==> src/rtl/x83_decode_if.sv <==
// Handshake bundle for the x83 decoder: encoded word in, decoded word out.
// master drives words in and accepts results; slave is the decoder itself.
interface x83_decode_if;
   logic [7:0] data_in;
   logic       in_valid;
   logic       in_ready;
   logic [7:0] data_out;
   logic       out_valid;
   logic       out_ready;
   logic       busy;

   modport master (
      output data_in, in_valid, out_ready,
      input  in_ready, data_out, out_valid, busy
   );

   modport slave (
      input  data_in, in_valid, out_ready,
      output in_ready, data_out, out_valid, busy
   );
endinterface

==> src/rtl/x83_decode.sv <==
// Bit-serial inverse of the x83 mod-256 scrambler: multiplies the received word
// by INV_K (219 = 83^-1 mod 256), one constant bit per clock.
module x83_decode #(
   parameter logic [7:0] INV_K = 8'd219
) (
   input  logic           clk,
   input  logic           rst_n,
   x83_decode_if.slave    bus
);

   typedef enum logic [1:0] {
      IDLE,
      CALC,
      DONE
   } state_t;

   state_t     state;
   state_t     next_state;
   logic [7:0] operand;
   logic [7:0] acc;
   logic [2:0] bit_idx;
   logic [7:0] addend;

   assign addend = operand << bit_idx;

   always_ff @(posedge clk) begin
      if (!rst_n) begin
         state <= IDLE;
      end else begin
         state <= next_state;
      end
   end

   always_comb begin
      next_state = state;
      case (state)
         IDLE:    if (bus.in_valid)      next_state = CALC;
         CALC:    if (bit_idx == 3'd7)   next_state = DONE;
         DONE:    if (bus.out_ready)     next_state = IDLE;
         default:                        next_state = IDLE;
      endcase
   end

   // Index wraps back to 0 after step 7, but the FSM has left CALC by then.
   always_ff @(posedge clk) begin
      if (!rst_n) begin
         operand <= 8'h00;
         acc     <= 8'h00;
         bit_idx <= 3'd0;
      end else begin
         case (state)
            IDLE: begin
               if (bus.in_valid) begin
                  operand <= bus.data_in;
                  acc     <= 8'h00;
                  bit_idx <= 3'd0;
               end
            end
            CALC: begin
               if (INV_K[bit_idx]) begin
                  acc <= acc + addend;
               end
               bit_idx <= bit_idx + 3'd1;
            end
            default: begin
            end
         endcase
      end
   end

   assign bus.in_ready  = (state == IDLE);
   assign bus.out_valid = (state == DONE);
   assign bus.busy      = (state == CALC) || (state == DONE);
   assign bus.data_out  = acc;

endmodule
==> src/flat_wrapper.sv <==
// flat-port wrapper written by rule: the top's interface ports become plain ports
module x83_decode_flat 
#(
   parameter logic [7:0] INV_K = 8'd219
)
  (clk, rst_n, bus_data_in, bus_in_valid, bus_out_ready, bus_in_ready, bus_data_out, bus_out_valid, bus_busy);
  x83_decode_if bus_i ();
  input  logic clk;
  input  logic rst_n;
  input wire logic [$bits(bus_i.data_in)-1:0] bus_data_in;
  input wire logic [$bits(bus_i.in_valid)-1:0] bus_in_valid;
  input wire logic [$bits(bus_i.out_ready)-1:0] bus_out_ready;
  output wire logic [$bits(bus_i.in_ready)-1:0] bus_in_ready;
  output wire logic [$bits(bus_i.data_out)-1:0] bus_data_out;
  output wire logic [$bits(bus_i.out_valid)-1:0] bus_out_valid;
  output wire logic [$bits(bus_i.busy)-1:0] bus_busy;
  assign bus_i.data_in = bus_data_in;
  assign bus_i.in_valid = bus_in_valid;
  assign bus_i.out_ready = bus_out_ready;
  assign bus_in_ready = bus_i.in_ready;
  assign bus_data_out = bus_i.data_out;
  assign bus_out_valid = bus_i.out_valid;
  assign bus_busy = bus_i.busy;
  x83_decode #(.INV_K(INV_K)) u_core (.clk(clk), .rst_n(rst_n), .bus(bus_i));
endmodule
==> config.mk <==
export PLATFORM = sky130hd
export DESIGN_NAME = x83_decode_flat
export DESIGN_NICKNAME = d
export VERILOG_FILES = /design/src/rtl/x83_decode_if.sv /design/src/rtl/x83_decode.sv /design/src/flat_wrapper.sv
export SDC_FILE = /design/constraint.sdc
export NUM_CORES = 1
export LEC_CHECK = 0
export CAP_MARGIN = 20
export CORE_UTILIZATION = 57
export DETAILED_ROUTE_END_ITERATION = 16
export GPL_ROUTABILITY_DRIVEN = 1
export GPL_TIMING_DRIVEN = 1
export PLACE_DENSITY = 0.84
export SLEW_MARGIN = 20
export SYNTH_ARGS = -nofsm -noshare
export SYNTH_HDL_FRONTEND = slang
export SYNTH_SLANG_ARGS = --single-unit
export TNS_END_PERCENT = 1
==> constraint.sdc <==
create_clock -name clk -period 6.2 [get_ports clk]
set_clock_uncertainty 0.2 [all_clocks]
set_input_delay 1.55 -clock clk [delete_from_list [all_inputs] [get_ports clk]]
set_output_delay 1.55 -clock clk [all_outputs]
set_load 0.005 [all_outputs]
==> results.py, run 1 <==
metrics = {
    "setup_path": {
        "timing.rr.start": "u_core.bit_idx[1]$_SDFFE_PN0P_",
        "worstPathMaxFanout": 13,
        "crit_path_end": "bus_in_ready",
        "required_ns": 4.45,
        "path_cells": "inv_1, ha_1, clkdlybuf4s50_1",
        "slowest_delay_ns": 0.59,
        "path_buf_inv": 2,
        "worstSetupStartpoint": "u_core.state[0]$_SDFFE_PN0P_",
        "cp_slowest_cell": "clkdlybuf4s50_1",
        "critPathKind": "flip-flop to output port",
        "startpoint_type": "flip-flop",
        "cp-end-kind": "output port",
        "rrSetupSlack_ns": 3.33,
        "reg2reg_depth": 10,
        "path_delay_family": "buffers and inverters",
        "r2r-end": "u_core.bus.data_out[7]$_SDFFE_PN0P_",
        "cp.arrival_ns": 1.73,
        "cp_num_cells": 3,
    },
    "drt": {
        "drcViolationCount": 0,
        "routed_wl_mm": 2.72,
        "firstDrtPassIters": 4,
        "drtIter0Drc": 22,
        "avgRoutedWirePerCell_um": 13.0,
        "detail-route-antenna-nets": 0,
        "viasPerCell": 5.71,
        "num_vias": 1199,
    },
    "clocking": {
        "htree_levels": 1,
        "clockBufferDepth": 2,
        "cts_hold_buf": 0,
        "cts_resized": 0,
        "cts_made_buffers": 3,
        "cts_tree": "done",
        "cts-root-buf": "clkbuf_4",
        "clock-sinks": 22,
        "clk_pin_slew_ns": 0.12,
        "post_cts_buffers": 0,
        "clock_latency_ns": 0.31,
    },
    "power": {
        "p_comb_share_pct": 50.6,
        "seq_power_share_pct": 36.5,
        "ir_worst_vdd_mv": 0.301,
        "pwr-share-clk_pct": 12.9,
        "swShare_pct": 40.8,
        "p_int_mw": 0.303,
        "powerDensity_mw_per_mm2": 308,
        "leakage_nw": 0.675,
        "p_sw_mw": 0.209,
    },
    "sta": {
        "slew_headroom_pct": 49.7,
        "setup_tns_ns": 0,
        "fin_crit_sh_pct": 56.1,
        "setup-violations-final": 0,
        "period_needed_ns": 3.48,
        "max_slew.worst_pin.slew_ns": 0.752,
        "timing.final.hold_violations": 0,
        "clock.fmax_mhz": 287,
        "grt_setup_unrepaired": "no",
        "report.final.slew_viol_count": 0,
    },
    "placed_design": {
        "portBuffers": 22,
        "dpl-instance-area_mm2": 0.00164,
        "hpwl_mm": 2.08,
        "gp_congestion": 0.781,
    },
    "global_routing": {
        "grt_first_pass_wirelength_mm": 4.61,
        "grt_pass1_vias": 1136,
        "grt_usage_pct": 23.0,
        "antenna_found_initial": 0,
        "grt.overflow.total": 0,
        "grt_max_degree": 26,
    },
    "final_layout": {
        "synthToLayoutAreaGrowth_pct": 17.2,
        "nFillCells": 175,
        "n_antenna_cell": 0,
        "stdcell_area_mm2": 0.00166,
        "fin_nets": 209,
        "drive_gt1_share_pct": 4.95,
    },
    "die": {
        "ios": 23,
        "start_util_pct": 62.2,
        "die_w_um": 51.8,
        "die_h_um": 51.8,
        "design.die.area_mm2": 0.00269,
        "core_mm2": 0.00228,
        "rows": 17,
    },
    "yosys": {
        "synth_cell_types": 40,
        "synthArstFlopShare_pct": 0,
        "synth_edf_count": 0,
        "synth_nets": 189,
        "netlist_instances": 164,
        "ys_warn_count": 0,
        "synthFlopType": "dfxtp_1",
        "ys_seq_area_share_pct": 31.1,
        "ys_seq_elements": 22,
        "avgSynthCellArea_um2": 8.63,
        "syn_area_mm2": 0.00142,
    },
    "hold_path": {
        "holdCritPathClass": "flip-flop to flip-flop",
    },
    "run_status": {
        "status": "completed",
    },
    "run": {
        "maxCapViolCount": 0,
    },
}
==> power by group through the flow <==
| stage | sequential (mW) | clock (mW) | combinational (mW) |
|---|---|---|---|
| after global routing | 0.191 | 0.0729 | 0.289 |
| after CTS | 0.187 | 0.0687 | 0.258 |
| after floorplan | 0.180 | 0 | 0.190 |
| after global placement | 0.189 | 0 | 0.247 |
| final | 0.186 | 0.0660 | 0.259 |
| after detailed placement | 0.190 | 0 | 0.257 |
==> sequential cells by signal, summed over array words and instances, names as in the netlist, named ones only <==
name / cells
u_core.bit_idx: 3
u_core.bus.data_out: 8
u_core.operand: 8
u_core.state: 2
==> area by class of cell <==
cell class | instances | area (µm²) | share of cell area (%)
multi-input cells | 127 | 910 | 54.9
flip-flops and latches | 22 | 440 | 26.6
repair buffers | 22 | 220 | 13.3
well taps | 28 | 35.0 | 2.11
inverters | 8 | 30.0 | 1.81
clock buffers | 3 | 22.5 | 1.36
==> worst min-delay path by stage <==
stage                                             start                                  end  slack [ns]  cells after the start
floorplan                u_core.operand[7]$_SDFFE_PN0P_       u_core.operand[7]$_SDFFE_PN0P_        0.24                      2
global placement         u_core.operand[7]$_SDFFE_PN0P_       u_core.operand[7]$_SDFFE_PN0P_        0.26                      2
detailed placement       u_core.operand[7]$_SDFFE_PN0P_       u_core.operand[7]$_SDFFE_PN0P_        0.27                      2
CTS                      u_core.operand[7]$_SDFFE_PN0P_       u_core.operand[7]$_SDFFE_PN0P_        0.29                      2
global route        u_core.bus.data_out[6]$_SDFFE_PN0P_  u_core.bus.data_out[6]$_SDFFE_PN0P_        0.33                      2
finish                   u_core.operand[7]$_SDFFE_PN0P_       u_core.operand[7]$_SDFFE_PN0P_        0.29                      2
==> per-stage QoR <==
step                total power, mW  util, %  setup slack (ns)  hold WS (ns)  cells
finish                        0.511     72.8              2.72         0.286    210
global route                  0.553     72.8              2.61         0.326    210
CTS                           0.513     72.8              2.71         0.291    210
detailed placement            0.446     71.9              2.71         0.274    207
global placement              0.436     71.9              2.77         0.263    207
floorplan                     0.370        -              3.40         0.240    164
==> worst min-delay path: stages (launching register included) <==
cell      delay (ns)
dfxtp_1         0.33
nand2_1         0.05
a21boi_0        0.07
==> cells in the mapped netlist (5+ instances only) <==
master,number,area share [%]
a21oi_1,6,2.1
nand3_1,12,4.2
nand2_1,19,5.0
nor2b_1,10,4.4
mux2i_1,7,5.0
nor2_1,5,1.3
ha_1,12,11
a21boi_0,8,4.2
dfxtp_1,22,31
inv_1,8,2.1
a22oi_1,6,3.2
==> cells in the final DEF, fill, tap and decap left out, drive strengths merged, types with 5 or more instances in the layout <==
cell and count:
dfxtp 22, clkdlybuf4s50 22, nand2 19, nand3 12, ha 12, nor2b 10, inv 8, a21boi 8
mux2i 7, a21oi 6, a22oi 6, nor2 6, o21ai 5
==> routing by layer <==
| metal | global-route usage [%] | routed length [µm] | vias up |
|---|---|---|---|
| met4 | 9.91 | 43 | 0 |
| met2 | 41.9 | 1320 | 24 |
| met5 | 0 | 0 | - |
| met1 | 26.3 | 1290 | 545 |
| met3 | 2.92 | 74 | 5 |
| li1 | - | - | 625 |
==> kinds of logic after synthesis <==
kind of cell | Yosys count | synth area share (%)
simple gates | 59 | 21.3
compound gates | 39 | 19.1
flops | 22 | 31.1
buf+inv | 15 | 4.60
fa+ha+maj | 13 | 12.0
mux | 10 | 8.13
xor+xnor | 6 | 3.71
Note: power is estimated with default switching activity, not from simulation.
==> run 2: changes to the inputs <==
--- a/config.mk
+++ b/config.mk
@@ -6,11 +6,11 @@
 export NUM_CORES = 1
 export LEC_CHECK = 0
 export CAP_MARGIN = 20
-export CORE_UTILIZATION = 57
+export CORE_UTILIZATION = 53
 export DETAILED_ROUTE_END_ITERATION = 16
 export GPL_ROUTABILITY_DRIVEN = 1
 export GPL_TIMING_DRIVEN = 1
-export PLACE_DENSITY = 0.84
+export PLACE_DENSITY = 0.79
 export SLEW_MARGIN = 20
 export SYNTH_ARGS = -nofsm -noshare
 export SYNTH_HDL_FRONTEND = slang
==> constraint.sdc (replaced) <==
create_clock -name clk -period 3.5 [get_ports clk]
set_clock_uncertainty 0.2 [all_clocks]
set_input_delay 0.875 -clock clk [delete_from_list [all_inputs] [get_ports clk]]
set_output_delay 0.875 -clock clk [all_outputs]
set_load 0.005 [all_outputs]
==> run 2 against run 1 <==
  * Core utilization shrank 5.2 points
  * Die area grew 7.2%
  * Non-clock buffer count is the same
  * Critical path type is now flip-flop to flip-flop
  * Via count grew 1.3%
  * Total power grew 93%
  * Global-route usage grew 0.11 points
==> results.py, run 2 (synthesized netlist as in run 1, its figures left out) <==
metrics = {
    "run_status": {
        "status": "completed",
    },
    "hold_path": {
        "holdCritPathClass": "flip-flop to flip-flop",
        "min_to": "u_core.operand[7]$_SDFFE_PN0P_",
        "hp-start": "u_core.operand[7]$_SDFFE_PN0P_",
        "hold_path_depth": 2,
    },
    "clocking": {
        "cts_hold_buf": 0,
        "clockBufferDepth": 2,
        "htree_levels": 1,
        "post_cts_buffers": 0,
        "cts-root-buf": "clkbuf_4",
        "clk_pin_slew_ns": 0.13,
        "clock-sinks": 22,
        "clock_latency_ns": 0.32,
        "cts_made_buffers": 3,
        "cts_resized": 0,
        "cts_tree": "done",
    },
    "setup_path": {
        "r2r-end": "u_core.bus.data_out[7]$_SDFFE_PN0P_",
        "critPathKind": "flip-flop to flip-flop",
        "worstSetupStartpoint": "u_core.bit_idx[1]$_SDFFE_PN0P_",
        "startpoint_type": "flip-flop",
        "rrSetupSlack_ns": 0.61,
        "cp-end-kind": "flip-flop",
        "worstPathMaxFanout": 12,
        "reg2reg_depth": 10,
        "timing.rr.start": "u_core.bit_idx[1]$_SDFFE_PN0P_",
        "required_ns": 3.55,
        "cp.arrival_ns": 2.94,
    },
    "drt": {
        "detail-route-antenna-nets": 0,
        "viasPerCell": 5.70,
        "firstDrtPassIters": 4,
        "drtIter0Drc": 16,
        "drcViolationCount": 0,
        "num_vias": 1215,
        "routed_wl_mm": 2.87,
        "avgRoutedWirePerCell_um": 13.5,
    },
    "sta": {
        "clock.fmax_mhz": 346,
        "grt_setup_unrepaired": "no",
        "setup_tns_ns": 0,
        "fin_crit_sh_pct": 82.5,
        "timing.final.hold_violations": 0,
        "period_needed_ns": 2.89,
        "setup-violations-final": 0,
        "slew_headroom_pct": 52.1,
        "report.final.slew_viol_count": 0,
        "max_slew.worst_pin.slew_ns": 0.717,
    },
    "final_layout": {
        "drive_gt1_share_pct": 5.46,
        "synthToLayoutAreaGrowth_pct": 19.5,
        "nFillCells": 219,
        "fin_nets": 209,
        "most-common-layout-cells": "dfxtp_1 (22), clkdlybuf4s50_1 (22), nand2_1 (19), nand3_1 (12), ha_1 (12)",
        "n_antenna_cell": 0,
        "fin_cells": 213,
        "stdcell_area_mm2": 0.00169,
    },
    "run": {
        "maxCapViolCount": 0,
    },
    "die": {
        "ios": 23,
        "core_mm2": 0.00250,
        "design.die.area_mm2": 0.00288,
        "rows": 18,
        "die_w_um": 53.7,
        "start_util_pct": 56.6,
        "die_h_um": 53.7,
    },
    "global_routing": {
        "grt.overflow.total": 0,
        "grt_max_degree": 26,
        "grt_first_pass_wirelength_mm": 4.78,
        "grt_usage_pct": 23.1,
        "antenna_found_initial": 0,
        "grt_pass1_vias": 1117,
    },
    "power": {
        "powerDensity_mw_per_mm2": 585,
        "leakage_nw": 0.689,
        "ir_worst_vdd_mv": 0.428,
    },
    "placed_design": {
        "placed_cells": 209,
        "portBuffers": 22,
        "gp_congestion": 0.898,
        "dpl-instance-area_mm2": 0.00164,
        "hpwl_mm": 2.16,
    },
}
[run 2: cell types whose count changed in the layout (fill, tap and decap cells not counted)]
cell / delta
bufinv_16: +1
[run 2: critical path: stages, from the launching register on]
cell and delay (ns):
dfxtp_1 0.63, mux2_2 0.41, nor2_1 0.11, o32ai_1 0.09
ha_1 0.36, a21o_1 0.20, a31o_2 0.24, a21oi_1 0.15
xnor2_1 0.17, nand4_1 0.13, o211ai_1 0.14
[run 2: where the power goes]
part	switching (mW)	total (mW)	internal [mW]
clock network	0.0826	0.199	0.116
logic	0.250	0.457	0.207
registers	0.0445	0.333	0.288
total	0.377	0.989	0.611
[run 2: routing by layer]
metal  part of all wire [%]  global-route usage, %
met4                    1.6                   10.1
met1                     47                   27.5
met5                      0                      0
met2                     49                   40.3
met3                    2.8                   3.67
[run 2: worst max path at each step]
| stage | to | slack (ns) | cells past startpoint |
|---|---|---|---|
| final | u_core.bus.data_out[7]$_SDFFE_PN0P_ | 0.61 | 10 |
| after global routing | u_core.bus.data_out[6]$_SDFFE_PN0P_ | 0.41 | 11 |
| after CTS | u_core.bus.data_out[7]$_SDFFE_PN0P_ | 0.65 | 10 |
| after detailed placement | flip-flop | 0.62 | 7 |
| after global placement | flip-flop | 0.70 | 7 |
| after floorplan | u_core.bus.data_out[6]$_SDFFE_PN0P_ | 0.86 | 12 |
[run 2: through the flow]
stage | hold slack, ns | power [mW] | setup slack [ns] | utilization (%)
after global routing | 0.315 | 1.06 | 0.410 | 67.6
after CTS | 0.291 | 0.992 | 0.654 | 67.6
after global placement | 0.266 | 0.775 | 0.703 | 65.5
after floorplan | 0.240 | 0.656 | 0.856 | -
after detailed placement | 0.272 | 0.792 | 0.625 | 65.5
final | 0.288 | 0.989 | 0.613 | 67.6
[run 2: area by class of cell]
cell class | count | area, µm² | area share [%]
clock buffer | 3 | 22.5 | 1.33
clock inverter | 1 | 30.0 | 1.78
inverter | 8 | 30.0 | 1.78
multi-input combinational | 127 | 910 | 53.8
sequential | 22 | 440 | 26.1
tap | 30 | 37.5 | 2.22
timing repair buffer | 22 | 220 | 13.0
==> run 3: changes to the inputs <==
==> constraint.sdc (replaced) <==
create_clock -name clk -period 3 [get_ports clk]
set_clock_uncertainty 0.2 [all_clocks]
set_input_delay 0.75 -clock clk [delete_from_list [all_inputs] [get_ports clk]]
set_output_delay 0.75 -clock clk [all_outputs]
set_load 0.005 [all_outputs]
==> run 3 against run 2 <==
  * Worst setup slack got worse by 0.41 ns
  * Critical endpoint unchanged
  * Critical path type unchanged
  * Global-route usage rose by 2.1 points
  * Sequential power rose by 14%
  * Critical path depth did not move
  * Cell count rose by 1.9%
  * Largest power group unchanged
  * Hold slack got worse by 0.0094 ns
  * Clock power rose by 17%
  * Via count rose by 4.9%
  * Combinational power rose by 24%
  * Total power rose by 19%
  * Die area did not move
==> results.py, run 3 (synthesized netlist as in run 1, its figures left out) <==
metrics = {
    "run_status": {
        "status": "completed",
    },
    "global_routing": {
        "grt_pass1_vias": 1171,
        "grt_first_pass_wirelength_mm": 5.21,
        "grt_usage_pct": 25.2,
        "grt.overflow.total": 0,
        "grt_max_degree": 26,
        "antenna_found_initial": 0,
    },
    "clocking": {
        "cts_tree": "done",
        "clockBufferDepth": 2,
        "clk_pin_slew_ns": 0.13,
        "cts_resized": 0,
        "post_cts_buffers": 0,
        "cts_made_buffers": 3,
        "cts-root-buf": "clkbuf_4",
        "htree_levels": 1,
        "clock_latency_ns": 0.32,
        "cts_hold_buf": 0,
        "clock-sinks": 22,
    },
    "final_layout": {
        "regArea_um2": 440,
        "fin_cells": 217,
        "multi_input_area_um2": 910,
        "fin_nets": 213,
        "n_antenna_cell": 0,
        "most-common-layout-cells": "dfxtp_1 (22), clkdlybuf4s50_1 (22), nand2_1 (19), nand3_1 (12), ha_1 (12)",
        "drive_gt1_share_pct": 7.49,
        "nFillCells": 207,
        "synthToLayoutAreaGrowth_pct": 21.6,
    },
    "drt": {
        "drtIter0Drc": 23,
        "viasPerCell": 5.87,
        "drcViolationCount": 0,
        "routed_wl_mm": 3.15,
        "firstDrtPassIters": 4,
        "num_vias": 1274,
        "avgRoutedWirePerCell_um": 14.5,
        "detail-route-antenna-nets": 0,
    },
    "power": {
        "seq_power_share_pct": 32.1,
        "leakage_nw": 0.709,
        "p_sw_mw": 0.450,
        "p_comb_share_pct": 48.2,
        "powerDensity_mw_per_mm2": 685,
        "pwr-share-clk_pct": 19.7,
        "p_int_mw": 0.728,
        "ir_worst_vdd_mv": 0.435,
        "swShare_pct": 38.2,
    },
    "sta": {
        "clock.fmax_mhz": 358,
        "grt_setup_unrepaired": "no",
        "fin_crit_sh_pct": 93.2,
        "max_slew.worst_pin.slew_ns": 0.745,
        "report.final.slew_viol_count": 0,
        "setup-violations-final": 0,
        "slew_headroom_pct": 50.2,
        "period_needed_ns": 2.80,
        "timing.final.hold_violations": 0,
        "setup_tns_ns": 0,
    },
    "placed_design": {
        "portBuffers": 22,
        "placed_cells": 213,
        "gp_congestion": 0.893,
        "hpwl_mm": 2.29,
    },
    "setup_path": {
        "required_ns": 3.05,
        "cp.arrival_ns": 2.85,
        "critPathKind": "flip-flop to flip-flop",
        "startpoint_type": "flip-flop",
        "rrSetupSlack_ns": 0.20,
        "cp-end-kind": "flip-flop",
        "worstPathMaxFanout": 9,
    },
    "die": {
        "core_mm2": 0.00250,
        "rows": 18,
        "design.die.area_mm2": 0.00288,
        "die_h_um": 53.7,
        "start_util_pct": 56.6,
        "ios": 23,
        "die_w_um": 53.7,
    },
    "run": {
        "maxCapViolCount": 0,
    },
    "hold_path": {
        "holdCritPathClass": "flip-flop to flip-flop",
    },
}
[run 3: changes by cell type in the layout (fill, tap and decap cells not counted)]
cell   before  now
buf_4       0    4
[run 3: final timing paths]
| check | startpoint | end | depth (start not counted) |
|---|---|---|---|
| worst max-delay path | u_core.bit_idx[1]$_SDFFE_PN0P_ | u_core.bus.data_out[7]$_SDFFE_PN0P_ | 10 |
| worst min-delay path | u_core.operand[7]$_SDFFE_PN0P_ | u_core.operand[7]$_SDFFE_PN0P_ | 2 |
| worst max register to register | u_core.bit_idx[1]$_SDFFE_PN0P_ | u_core.bus.data_out[7]$_SDFFE_PN0P_ | 10 |
| worst min register to register | u_core.operand[7]$_SDFFE_PN0P_ | u_core.operand[7]$_SDFFE_PN0P_ | 2 |
[run 3: critical path, cell delays in order (launching register included)]
cell	delay (ns)
dfxtp_1	0.57
mux2_2	0.39
nor2_1	0.11
o32ai_1	0.10
ha_1	0.36
a21o_1	0.20
a31o_2	0.24
a21oi_1	0.14
xnor2_1	0.16
nand4_1	0.11
o211ai_1	0.14
[run 3: per-stage QoR]
step                      cell area [µm²]  util, %  power, mW  hold WS, ns  worst slack [ns]
after global routing                 1720     68.8       1.26        0.320            0.0577
after global placement               1670     66.7      0.923        0.264             0.393
after CTS                            1720     68.8       1.18        0.282             0.260
after detailed placement             1670     66.7      0.948        0.263             0.307
final                                1720     68.8       1.18        0.279             0.204
after floorplan                      1420        -      0.766        0.240             0.356
[run 3: routing by layer]
| metal | GRT usage (%) | vias to the layer above | share of wire, % |
|---|---|---|---|
| li1 | - | 629 | - |
| met2 | 43.4 | 31 | 50 |
| met5 | 0 | - | 0 |
| met3 | 3.95 | 5 | 3.2 |
| met1 | 31.0 | 609 | 46 |
| met4 | 9.65 | 0 | 1.2 |
[run 3: final cells by class]
cell class              instances  share of cell area (%)
clock buffers                   3                    1.31
repair buffers                 26                    14.5
inverters                       8                    1.75
multi-input cells             127                    52.9
well taps                      30                    2.18
clock inverters                 1                    1.75
flip-flops and latches         22                    25.6
[run 3: power by group through the flow]
| stage | Combinational, mW | Clock, mW | Sequential (mW) |
|---|---|---|---|
| final | 0.568 | 0.232 | 0.379 |
| after global routing | 0.629 | 0.244 | 0.384 |
| after CTS | 0.567 | 0.236 | 0.378 |
| after detailed placement | 0.563 | 0 | 0.385 |
| after global placement | 0.541 | 0 | 0.382 |
| after floorplan | 0.393 | 0 | 0.373 |
